$ cat src/rtl/mdu_iter.sv
`default_nettype none
// ============================================================================
//  Module   : mdu_iter
//  Purpose  : Iterative 32-bit unsigned multiply / divide unit with a
//             register-file write-back port. One shift-add (MUL/MULHU) or
//             restoring-division (DIVU/REMU) step is performed per cycle.
//             The fixed latency is 33 cycles from acceptance to the write
//             pulse, and the unit is busy for 34 cycles.
//  Ports    : clk, rst            - clock, synchronous active-high reset
//             start, op, src1,
//             src2, dest          - request (sampled only when idle)
//             busy                - operation in flight (CALC or WB)
//             wen, waddr, wdata   - one-cycle register-file write in WB
//  Revision : 1.0 - initial release
// ============================================================================
module mdu_iter (
    input  logic        clk,
    input  logic        rst,
    input  logic        start,
    input  logic [1:0]  op,
    input  logic [31:0] src1,
    input  logic [31:0] src2,
    input  logic [4:0]  dest,
    output logic        busy,
    output logic        wen,
    output logic [4:0]  waddr,
    output logic [31:0] wdata
);

    typedef enum logic [1:0] {
        S_IDLE = 2'd0,
        S_CALC = 2'd1,
        S_WB   = 2'd2
    } state_t;

    localparam logic [4:0] C_LAST_ITER = 5'd31;

    state_t      state_q, state_d;
    logic [4:0]  cnt_q, cnt_d;
    logic        setup_q, setup_d;
    logic [31:0] a_q, a_d;
    logic [31:0] b_q, b_d;
    logic [1:0]  op_q, op_d;
    logic [4:0]  dest_q, dest_d;
    // Shared 64-bit working register.
    //   multiply: {partial high product, remaining multiplier bits / low product}
    //   divide  : {partial remainder, remaining dividend bits / quotient bits}
    logic [63:0] acc_q, acc_d;

    logic        w_is_div;
    logic [32:0] w_mul_sum;
    logic [63:0] w_mul_next;
    logic [32:0] w_div_part;
    logic        w_div_ge;
    logic [31:0] w_div_diff;
    logic [63:0] w_div_next;
    logic [31:0] w_result;

    assign w_is_div = op_q[1];

    // One step of each algorithm, computed from the current working register.
    always_comb begin
        // Shift-add: add the multiplicand to the high half if the current
        // multiplier LSB is set, then shift the whole 65-bit value right.
        w_mul_sum  = {1'b0, acc_q[63:32]} + (acc_q[0] ? {1'b0, a_q} : 33'd0);
        w_mul_next = {w_mul_sum, acc_q[31:1]};

        // Restoring division: shift next dividend bit into the remainder and
        // subtract the divisor when it fits. A zero divisor always "fits",
        // which yields an all-ones quotient and the dividend as remainder.
        w_div_part = {acc_q[63:32], acc_q[31]};
        w_div_ge   = (w_div_part >= {1'b0, b_q});
        // The true difference is below the divisor, so 32 bits suffice.
        w_div_diff = w_div_part[31:0] - b_q;
        w_div_next = w_div_ge ? {w_div_diff, acc_q[30:0], 1'b1}
                              : {w_div_part[31:0], acc_q[30:0], 1'b0};

        // MUL/DIVU take the low half, MULHU/REMU the high half.
        w_result   = op_q[0] ? acc_q[63:32] : acc_q[31:0];
    end

    // Next-state and output logic.
    always_comb begin
        state_d = state_q;
        cnt_d   = cnt_q;
        setup_d = setup_q;
        a_d     = a_q;
        b_d     = b_q;
        op_d    = op_q;
        dest_d  = dest_q;
        acc_d   = acc_q;
        busy    = 1'b0;
        wen     = 1'b0;
        waddr   = 5'd0;
        wdata   = 32'd0;

        case (state_q)
            S_IDLE: begin
                if (start) begin
                    a_d     = src1;
                    b_d     = src2;
                    op_d    = op;
                    dest_d  = dest;
                    cnt_d   = 5'd0;
                    setup_d = 1'b1;
                    state_d = S_CALC;
                end
            end
            S_CALC: begin
                busy = 1'b1;
                if (setup_q) begin
                    // First CALC cycle seeds the working register from the
                    // latched operands; the 32 iterations follow.
                    setup_d = 1'b0;
                    acc_d   = w_is_div ? {32'd0, a_q} : {32'd0, b_q};
                end else begin
                    acc_d = w_is_div ? w_div_next : w_mul_next;
                    cnt_d = cnt_q + 5'd1;
                    if (cnt_q == C_LAST_ITER) begin
                        state_d = S_WB;
                    end
                end
            end
            S_WB: begin
                busy    = 1'b1;
                wen     = (dest_q != 5'd0);
                waddr   = dest_q;
                wdata   = w_result;
                state_d = S_IDLE;
            end
            default: begin
                state_d = S_IDLE;
            end
        endcase
    end

    always_ff @(posedge clk) begin
        if (rst) begin
            state_q <= S_IDLE;
            cnt_q   <= 5'd0;
            setup_q <= 1'b0;
            a_q     <= 32'd0;
            b_q     <= 32'd0;
            op_q    <= 2'd0;
            dest_q  <= 5'd0;
            acc_q   <= 64'd0;
        end else begin
            state_q <= state_d;
            cnt_q   <= cnt_d;
            setup_q <= setup_d;
            a_q     <= a_d;
            b_q     <= b_d;
            op_q    <= op_d;
            dest_q  <= dest_d;
            acc_q   <= acc_d;
        end
    end

endmodule
`default_nettype wire

$ cat config.mk
export PLATFORM = sky130hd
export DESIGN_NAME = mdu_iter
export DESIGN_NICKNAME = d
export VERILOG_FILES = /design/src/rtl/mdu_iter.sv
export SDC_FILE = /design/constraint.sdc
export NUM_CORES = 1
export LEC_CHECK = 0
export CAP_MARGIN = 25
export CORE_MARGIN = 5
export CORE_UTILIZATION = 59
export CTS_CLUSTER_SIZE = 20
export DETAILED_ROUTE_END_ITERATION = 10
export GPL_TIMING_DRIVEN = 1
export HOLD_SLACK_MARGIN = 0.1
export PLACE_DENSITY_LB_ADDON = 0.08
export SYNTH_ARGS = -nofsm -noshare
export SYNTH_HDL_FRONTEND = slang
export SYNTH_SLANG_ARGS = --single-unit
$ cat constraint.sdc
create_clock -name clk -period 7.25 [get_ports clk]
set_input_delay 1.0875 -clock clk [delete_from_list [all_inputs] [get_ports clk]]
set_output_delay 1.0875 -clock clk [all_outputs]
set_load 0.02 [all_outputs]
==> results of run 1 <==
-- layout make-up --
| type | count | area, um^2 | area share [%] |
|---|---|---|---|
| clock buffer | 19 | 443 | 3.61 |
| inverter | 54 | 203 | 1.65 |
| sequential | 143 | 2870 | 23.3 |
| multi-input combinational | 1050 | 7120 | 58.0 |
| clock inverter | 13 | 123 | 0.999 |
| timing repair buffer | 126 | 1240 | 10.1 |
| tap | 225 | 282 | 2.29 |
-- per-layer routing --
| metal | routed length [um] | track usage, % | vias up | part of all wire (%) |
|---|---|---|---|---|
| met2 | 14200 | 48.2 | 420 | 44 |
| met3 | 2780 | 6.96 | 66 | 8.5 |
| met4 | 825 | 10.4 | 0 | 2.5 |
| met5 | 0 | 0 | - | 0 |
| met1 | 14800 | 45.2 | 4834 | 45 |
| li1 | - | - | 4822 | - |
-- through the flow --
stage / setup slack, ns / hold slack (ns) / cells
global placement: 3.72 / 0.454 / 1597
detailed placement: 3.68 / 0.461 / 1598
CTS: 3.63 / 0.470 / 1630
global route: 3.35 / 0.489 / 1630
floorplan: 4.32 / 0.439 / 1328
finish: 3.61 / 0.470 / 1630
-- state kept, by name, summed over array words and instances (netlist names) --
register  count
dest_q        5
b_q          32
acc_q        64
a_q          32
state_q       2
cnt_q         5
op_q          2
setup_q       1
-- how the worst max path moves through the flow --
| stage | start | to | depth (start not counted) |
|---|---|---|---|
| floorplan | acc_q[0] | acc_q[60] | 13 |
| detailed placement | acc_q[0] | acc_q[61] | 14 |
| global route | b_q[6] | acc_q[46] | 12 |
| finish | b_q[1] | acc_q[46] | 12 |
| global placement | acc_q[0] | acc_q[61] | 14 |
| CTS | b_q[1] | acc_q[46] | 12 |
-- worst register-to-register path: stages, from the launching register on --
cell and delay, ns:
dfxtp_1 0.34, inv_1 0.08, ha_1 0.30, nor2b_2 0.15, o211ai_1 0.13, a31o_1 0.34, a32oi_4 0.27, a41oi_2 0.21
o31ai_4 0.53, buf_4 0.54, mux2_4 0.36, a21oi_1 0.18, o31ai_2 0.07
-- placed cells by master, fill, tap and decap left out, types with 11 or more instances in the layout --
cell type          n
o21ai_1           24
xor2_1            18
mux2i_1           52
nand2_1          205
clkdlybuf4s50_1  111
nand4_1           11
buf_4             14
o21ai_0           37
nor3_1            37
a21oi_1          144
inv_1             54
a21o_1            19
nor2_1           112
mux4_2            32
dfxtp_1          141
nor2b_1           38
a22oi_1           14
ha_1              69
nand3_1           15
xnor2_1           37
clkbuf_16         17
and2_1            42
o21a_1            11
-- cells by family after synthesis --
kind of cell               count (synthesis)  synth area share, %
DFF                                      143                 27.3
buffers and inverters                    135                 5.12
muxes                                     85                 12.0
xor gates and xnor gates                  55                 4.59
AOI/OAI and AO/OA                        338                 20.6
adders and majority gates                 71                 8.60
and+or+nand+nor                          501                 21.9
-- report_power, final --
group / internal (uW) / switching (uW)
logic: 232 / 306
clock network: 462 / 395
registers: 835 / 58.5
==> results.md, run 1 <==
- Fin crit share: 50.2%
- FF-to-FF End: acc_q[46]
- EDFF count, synth: 0
- Initial DRC Count: 1,018
- DR vias/cell: 6.22
- Post-synth top area share: roughly 27%
- Sequential area share after synthesis: a little over a quarter
- Final setup vio count: 0
- Largest net degree at the start of global routing: approximately 70
- Slowest stage cell on the critical path: buf_4
- Core area: 0.0174 mm^2
- CP Max Fanout: 38
- DR WL/cell: roughly 20 um
- Antenna fix cells: 0
- Fmax: about 270 MHz
- CTS tree: built
- Layout fillers: between 1,000 and 1,500
- Clk_skew: about 0.012 ns
- CTS resizes: 0
- Worst reg2reg path startpoint: b_q[1]
- Vias: 10,142
- CTS Hold Buffers Added: 0
- Setup TNS: 0 ns
- Vias in the first global route: between 9,000 and 10,000
- Max Root-Sink Buffers: 2
- Root Buffer: clkbuf_16
- WHS Endpoint: b_q[2]
- Placed Area: around 0.012 mm^2
- PD cells: 186 mW/mm^2
- Ranking of synthesized cells by area: dfxtp_1 27%, ha_1 8.2%, nand2_1 7.4%
- Routability Congestion: between 0.9 and 1
- Reg2Reg Depth: 12
- Commonest cells in the synthesized netlist: 206 x nand2_1, 144 x a21oi_1, 143 x dfxtp_1
- Clock latency on the worst-skew pair: ~0.44 ns
- Setup slack, reg-to-reg: roughly 3.6 ns
- Detailed Place HPWL: 23,800 um
- Number of synthesis warnings: 0
- Layout cells sized above 1: between 7 and 8%
- Maximum VDD drop: about 170 uV
- RSZ-0062 raised after global routing: false
- DRT Wirelength: 32,500 um
- Remaining antenna violation count: 0
- Die Area: approximately 0.021 mm^2
- Initial Util: between 60% and 70%
- Worst setup SP type: flop
- Area Growth Syn to Fin: 16.8%
- Worst hold-check path type: flop to flop
- Async SR Flop Fraction: 0%
- Synth Instances: around 1,300
- Cell Area, Synth: about 0.011 mm^2
- CP peak stage delay: between 0.5 and 0.6 ns
- Critical path arrival: 3.93 ns
- Final instance area: between 0.01 and 0.015 mm^2
- Critical path class: flop to flop
- Syn_area_per_cell: approximately 8 um^2
- Syn Nets: around 1,500
- Clk slew on worst S/H paths: approximately 0.06 ns
- Die W: around 140 um
- WHS Path Cells: 2
- CP Capture Type: flop
- Buf+Inv Stages, Crit Path: 2
- Relative slew slack: between 40% and 50%
- Unique masters post-synth: 78
- Clk sinks: roughly 140
- Slew Viols, Final: 0
- Chip height: roughly 140 um
- Req. time, crit path: approximately 7.5 ns
- Max_cap viols: 0
- Port bufs: between 100 and 150
- FF+latch count, synth: 143
- DR DRC count: 0
- Hold path startpoint: b_q[2]
- Most frequent cell after synthesis: nand2_1
- GRT overflow: 0
- Crit path cell chain: inv_1 -> ha_1 -> nor2b_2 -> o211ai_1 -> a31o_1 -> a32oi_4 -> a41oi_2 -> o31ai_4 -> buf_4 -> mux2_4 -> a21oi_1 -> o31ai_2
- IO Count: between 100 and 150
- H-tree depth: 4
- Area leader, netlist: dfxtp_1
- Global-route wire length before repair: between 50,000 and 60,000 um
- Main synth FF type: dfxtp_1
- Family with the most delay on the worst path: compound AO/OA/AOI/OAI gates
- Total power: between 2000 and 2500 uW
- 1st-pass router iterations: 7
- Outcome: finished clean
- Nets: between 1,500 and 2,000
- LEAKAGE: 0.00476 uW
- Worst Tran Pin Value: 0.780 ns
- Num CTS Buffers: 17
- Row count: 48
- Setup bufs post-CTS: 0
- Total track usage: 31.8%
- Final hold viol count: 0
- Post-layout util: between 70% and 80%
- Final worst path period need: between 3 and 4 ns
- Initial antenna violation count: 0
No activity file was read; power rests on OpenSTA's default activity.
==> run 2: changes to the inputs <==
CORE_UTILIZATION = 53   (was 59)
clock period = 3.22 ns   (was 7.25 ns; I/O delays follow)
==> run 2 against run 1 <==
  * Fmax is 17% higher
  * Utilization decreased by 3.3 points
  * Critical path depth unchanged
  * Register-to-register slack worse by 3.5 ns
  * Final cell count is 7.2% higher
  * Hold slack got worse by 0.0033 ns
  * Critical path type unchanged
  * Critical endpoint is now acc_q[62]
  * Highest routed layer unchanged
==> results.md, run 2 (synthesis gave the netlist of run 1 again) <==
- Core area: 0.0195 mm^2 (+12%)
- Setup TNS: 0 ns (unchanged)
- Final instance area: 0.0131 mm^2 (+6.9%)
- CP Max Fanout: 6 (-84%)
- Placed Cells: 1,710 (+7.0%)
- Fin crit share: 96.7% (+47 points)
- Worst setup SP type: flop
- DRT Wirelength: 34,200 um (+5.0%)
- Dpl ws: 0.00388 ns (-3.68 ns)
- Detailed Place HPWL: 25,700 um (+8.0%)
- Met3 global-route usage: 6.34% (-0.61 points)
- Int Pwr: 3530 uW (+130%)
- Clock latency on the worst-skew pair: 0.44 ns (about the same)
- H-tree depth: 4 (unchanged)
- Initial Util: 54.0% (-6.5 points)
- Clk sinks: 143 (unchanged)
- Die Area: 0.0227 mm^2 (+11%)
- Fmax: 321 MHz (+17%)
- Layout fillers: 1,694 (+16%)
- Most common cell after layout, fill and taps aside: nand2_1
- Logic pwr share: 24.3% (+0.8 points)
- Clk slew on worst S/H paths: 0.08 ns (+0.02 ns)
- Final worst path period need: 3.12 ns (-0.522 ns)
- IO Count: 113 (unchanged)
- CTS tree: built
- Initial DRC Count: 956 (-6.1%)
- Met1 GRT Util: 46.7% (+1.6 points)
- CP Capture Type: flop
- Clk_skew: 0.0177 ns (+0.00606 ns)
- 1st-pass router iterations: 5 (-2)
- Setup ws final: 0.105 ns (-3.51 ns)
- Antenna fix cells: 0 (unchanged)
- Hold path startpoint: rst
- Final setup vio count: 0 (unchanged)
- Num CTS Buffers: 17 (unchanged)
- Largest register FFs: 64 (unchanged)
- CP Launch Point: acc_q[0]
- Largest Register: acc_q
- Max_cap viols: 0 (unchanged)
- Row count: 51 (+6.3%)
- Final hold viol count: 0 (unchanged)
- Grt peak-use layer: met1
- Worst Tran Pin Value: 0.758 ns (-0.0223 ns)
- Clock Power Share: 38.3% (+0.9 points)
- Max Root-Sink Buffers: 2 (unchanged)
- Die W: 151 um (+5.1%)
- Worst hold-check path type: input pin to flop
- Critical path class: flop to flop
- Slew Viols, Final: 0 (unchanged)
- Top flop regs: acc_q x64, a_q x32, b_q x32
- Placed Area: 0.0123 mm^2 (+5.3%)
- Outcome: finished clean
- GRT overflow: 0 (unchanged)
- Relative slew slack: 49.5% (+1.5 points)
- PD cells: 409 mW/mm^2 (+120%)
- Met2 usage: 44.7% (-3.5 points)
- Remaining antenna violation count: 0 (unchanged)
- Layout cells sized above 1: 13.9% (+6.7 points)
- FF-to-FF End: acc_q[62]
- Routability Congestion: 0.966 (+2.7%)
- Area Growth Syn to Fin: 24.8%
- Most frequent cells in the layout: 205 x nand2_1, 140 x a21oi_1, 139 x dfxtp_1
- Root Buffer: clkbuf_16
- Largest net degree at the start of global routing: 68 (unchanged)
- Critical path arrival: 3.44 ns (-0.49 ns)
- DR vias/cell: 5.95 (-4.3%)
- Reg2Reg Depth: 12 (unchanged)
- P_sw: 1830 uW (+140%)
- Chip height: 151 um (+5.1%)
- WHS Path Cells: 2 (unchanged)
- WHS Endpoint: acc_q[31]
- Final cell count without fillers: 1,748 (+7.2%)
- Nets: 1,615 (+5.1%)
- CTS Hold Buffers Added: 0 (unchanged)
- Port bufs: 112 (unchanged)
- Setup slack, reg-to-reg: 0.10 ns (-3.51 ns)
- Sw Ratio: 34.2% (+1.0 points)
- Vias: 10,407 (+2.6%)
- Worst reg2reg path startpoint: acc_q[0]
- Initial antenna violation count: 0 (unchanged)
- Maximum VDD drop: 349 uV (+100%)
- DR WL/cell: 19.5 um (-2.1%)
- Req. time, crit path: 3.55 ns (-3.99 ns)
- Global-route wire length before repair: 54,600 um (+6.0%)
- Reg power frac: 37.4% (-1.7 points)
- DR DRC count: 0 (unchanged)
- LEAKAGE: 0.00522 uW (+9.5%)
- Vias in the first global route: 10,014 (+3.3%)
- Total track usage: 30.7% (-1.1 points)
-- run 2: cell count changes in the layout (fill, tap and decap cells not counted), moves of 4 or more --
| cell | previous run | this run |
|---|---|---|
| buf_4 | 14 | 86 |
| clkinv_8 | 0 | 5 |
| ha_1 | 69 | 64 |
| ha_2 | 0 | 5 |
| a21oi_1 | 144 | 140 |
| a21oi_2 | 0 | 4 |
| buf_12 | 1 | 5 |
-- run 2: repair_timing --
action	CTS	global route
setup endpoints to repair	8	15
gates resized for setup	0	32
setup buffers	3	3
pin swaps	2	11
-- run 2: how the worst max path moves through the flow --
stage | to | slack, ns
5_1_grt | acc_q[62] | -0.01
3_3_place_gp | acc_q[62] | 0.04
3_5_place_dp | acc_q[63] | 0.004
2_1_floorplan | acc_q[60] | 0.29
6_report | acc_q[62] | 0.10
4_1_cts | acc_q[61] | 0.03
-- run 2: metal layers --
layer  wire length (um)  up-vias
met3               2830       56
met1              16300     4941
met5                  0        -
li1                   -     4983
met4                538        0
met2              14500      427
-- run 2: power groups by stage --
| stage | registers [uW] | logic [uW] | clock network (uW) |
|---|---|---|---|
| final | 2010 | 1300 | 2050 |
| after floorplan | 1980 | 890 | 0 |
| after global routing | 2020 | 1420 | 2150 |
| after CTS | 2010 | 1270 | 2060 |
| after detailed placement | 2050 | 1250 | 0 |
| after global placement | 2040 | 1240 | 0 |
-- run 2: metrics by stage --
stage / total power (uW) / hold slack, ns / util, %
floorplan: 2870 / 0.439 / -
global placement: 3280 / 0.455 / 63.3
detailed placement: 3290 / 0.461 / 63.3
CTS: 5340 / 0.452 / 66.7
global route: 5590 / 0.459 / 67.4
finish: 5370 / 0.467 / 67.4
-- run 2: layout make-up --
class / instances / area, um^2 / area share [%]
tap: 265 / 332 / 2.53
clock inverter: 15 / 185 / 1.41
inverter: 54 / 203 / 1.55
clock buffer: 17 / 425 / 3.24
multi-input combinational: 1050 / 7220 / 55.0
timing repair buffer: 204 / 1880 / 14.4
sequential: 143 / 2870 / 21.9
-- run 2: critical path, cell delays in order (launching register included) --
cell	delay (ns)
dfxtp_4	0.37
buf_4	0.15
and2_1	0.16
ha_1	0.30
a211o_1	0.29
a21oi_2	0.18
o21ai_2	0.10
o41a_1	0.49
a31oi_2	0.26
buf_4	0.16
o41ai_1	0.07
xor2_1	0.15
a221o_1	0.33
==> run 3: changes to the inputs <==
PLACE_DENSITY = 0.78   (was not set)
PLACE_DENSITY_LB_ADDON = not set   (was 0.08)
==> run 3 against run 2 <==
  * Sequential share of layout area grew 0.13 points
  * Design area shrank 0.73%
  * Clock skew shrank 0.0081 ns
  * First-iteration DRC count grew 15%
  * Final cell count shrank 0.11%
  * Count of clock-buffer cells in the layout grew 1
  * Die area is the same
  * Wire length is essentially flat
  * Critical path type unchanged
  * Largest cell class unchanged
==> results.md, run 3 (synthesis gave the netlist of run 1 again) <==
- Setup slack, reg-to-reg: 0.09 ns (about the same)
- Die Area: 0.0227 mm^2 (unchanged)
- Fin crit share: 97.1% (+0.31 points)
- Slew Viols, Final: 0 (unchanged)
- H-tree depth: 4 (unchanged)
- CTS Hold Buffers Added: 0 (unchanged)
- Chip height: 151 um (unchanged)
- Reg power frac: 38.2% (+0.8 points)
- CTS tree: built
- Area Growth Syn to Fin: 23.9%
- DRT Wirelength: 34,200 um (about the same)
- RSZ-0062 raised after global routing: false
- P_sw: 1760 uW (-4.1%)
- Clk slew on worst S/H paths: 0.07 ns (about the same)
- Top flop regs: acc_q x64, a_q x32, b_q x32
- IO Count: 113 (unchanged)
- Vias in the first global route: 9,906 (-1.1%)
- CP endpoint: acc_q[54]
- Die W: 151 um (unchanged)
- Sw Ratio: 33.5% (-0.72 points)
- Root Buffer: clkbuf_16
- DR DRC count: 0 (unchanged)
- Critical path arrival: 3.45 ns (about the same)
- Total track usage: 30.2% (-0.43 points)
- CP Launch Point: acc_q[0]
- Core area: 0.0195 mm^2 (unchanged)
- Maximum VDD drop: 390 uV (+12%)
- Int Pwr: 3500 uW (-0.96%)
- Worst reg2reg path startpoint: acc_q[0]
- FF-to-FF End: acc_q[54]
- Largest register FFs: 64 (unchanged)
- Nets: 1,613 (-0.12%)
- Critical path class: flop to flop
- Detailed Place HPWL: 26,100 um (+1.3%)
- Global-route wire length before repair: 53,700 um (-1.6%)
- Clk sinks: 143 (unchanged)
- Layout fillers: 1,615 (-4.7%)
- Antenna fix cells: 0 (unchanged)
- Fmax: 320 MHz (-0.32%)
- Reg2Reg Depth: 12 (unchanged)
- GRT overflow: 0 (unchanged)
- Seq. cell area: 0.00287 mm^2 (-0.13%)
- Most frequent cells in the layout: 204 x nand2_1, 140 x dfxtp_1, 139 x a21oi_1
- DR WL/cell: 19.6 um (+0.14%)
- Max Root-Sink Buffers: 2 (unchanged)
- PD cells: 404 mW/mm^2 (-1.3%)
- Largest net degree at the start of global routing: 93 (+37%)
- Routability Congestion: 1.02 (+6.1%)
- Remaining antenna violation count: 0 (unchanged)
- Req. time, crit path: 3.54 ns (about the same)
- Relative slew slack: 36.5% (-13 points)
- Initial antenna violation count: 1 (+1)
- Worst hold-check path type: input pin to flop
- Final setup vio count: 0 (unchanged)
- Vias: 10,471 (+0.61%)
- Most common cell after layout, fill and taps aside: nand2_1
- CP Max Fanout: 12 (+6)
- Total power: 5260 uW (-2.0%)
- Placed Cells: 1,709 (-0.058%)
- 1st-pass router iterations: 5 (unchanged)
- Clk_skew: 0.00967 ns (-0.00806 ns)
- Row count: 51 (unchanged)
- Clock latency on the worst-skew pair: 0.43 ns (about the same)
- Num CTS Buffers: 17 (unchanged)
- Final cell count without fillers: 1,746 (-0.11%)
- Worst Tran Pin Value: 0.952 ns (+0.194 ns)
- Layout cells sized above 1: 13.0% (-0.86 points)
- Final hold viol count: 0 (unchanged)
- Max_cap viols: 0 (unchanged)
- Outcome: finished clean
- Clock Power Share: 36.6% (-1.7 points)
- Area used by multi-input combinational logic: 0.00721 mm^2 (-0.12%)
- LEAKAGE: 0.00518 uW (-0.62%)
- CP Capture Type: flop
- DR vias/cell: 6.00 (+0.73%)
- Port bufs: 112 (unchanged)
- Largest Register: acc_q
- Final worst path period need: 3.13 ns (+0.00992 ns)
- Worst setup SP type: flop
- Initial DRC Count: 1,099 (+15%)
- Initial Util: 54.0% (unchanged)
- Logic pwr share: 25.2% (+0.9 points)
run 3: cell types whose count changed in the layout (fill, tap and decap cells not counted), sizes merged:
cell | previous run | this run
buf | 93 | 90
clkbuf | 17 | 18
clkinv | 7 | 2
clkinvlp | 1 | 2
inv | 61 | 64
o31ai | 6 | 7
run 3: worst max-delay path, cell delays in order, from the launching register on:
cell and delay [ns]:
dfxtp_2 0.34, buf_4 0.16, buf_12 0.14, and2_1 0.15
ha_1 0.34, a21oi_1 0.29, o21ai_1 0.15, o41a_1 0.43
buf_4 0.20, a311oi_2 0.30, o22ai_1 0.14, a31o_1 0.19
a22o_1 0.17
run 3: final cells by class:
type	count	area share, %
clock buffer	18	3.30
timing repair buffer	201	14.3
sequential	143	22.0
inverter	54	1.56
tap	265	2.55
clock inverter	14	0.932
multi-input combinational	1051	55.4
run 3: layer usage:
metal / GRT usage (%) / wire length (um) / vias up
met4: 8.61 / 797 / 0
met1: 44.0 / 15300 / 4932
met2: 43.8 / 14500 / 497
li1: - / - / 4981
met3: 8.44 / 3600 / 61
met5: 0 / 0 / -
run 3: how the worst min path moves through the flow:
stage	startpoint	end	cells past startpoint
6_report	rst	cnt_q[1]	2
2_1_floorplan	dest_q[4]	dest_q[4]	2
5_1_grt	rst	cnt_q[1]	2
3_5_place_dp	b_q[31]	b_q[31]	2
4_1_cts	rst	cnt_q[1]	2
3_3_place_gp	dest_q[3]	dest_q[3]	2
run 3: power by group through the flow:
stage	combinational [uW]	clock [uW]	sequential, uW
detailed placement	1270	0	2040
global placement	1260	0	2040
global route	1440	2000	2020
floorplan	890	0	1980
finish	1330	1920	2010
CTS	1290	1910	2000
run 3: timing repair:
item,4_1_cts,5_1_grt
buffers inserted,0,4
setup endpoints to repair,5,31
cloned,0,1
pin swaps,1,5
gates resized for setup,6,19
run 3: through the flow:
step                      area [um^2]  hold slack (ns)  setup slack [ns]  utilization [%]  setup TNS (ns)
after floorplan                 10500            0.439             0.286                -               0
after global placement          12300            0.450           0.00458             63.4               0
after detailed placement        12300            0.460          -0.00769             63.4         -0.0153
after CTS                       12900            0.435         -0.000633             66.4       -0.000633
after global routing            13000            0.442          0.000814             66.9               0
final                           13000            0.449            0.0947             66.9               0
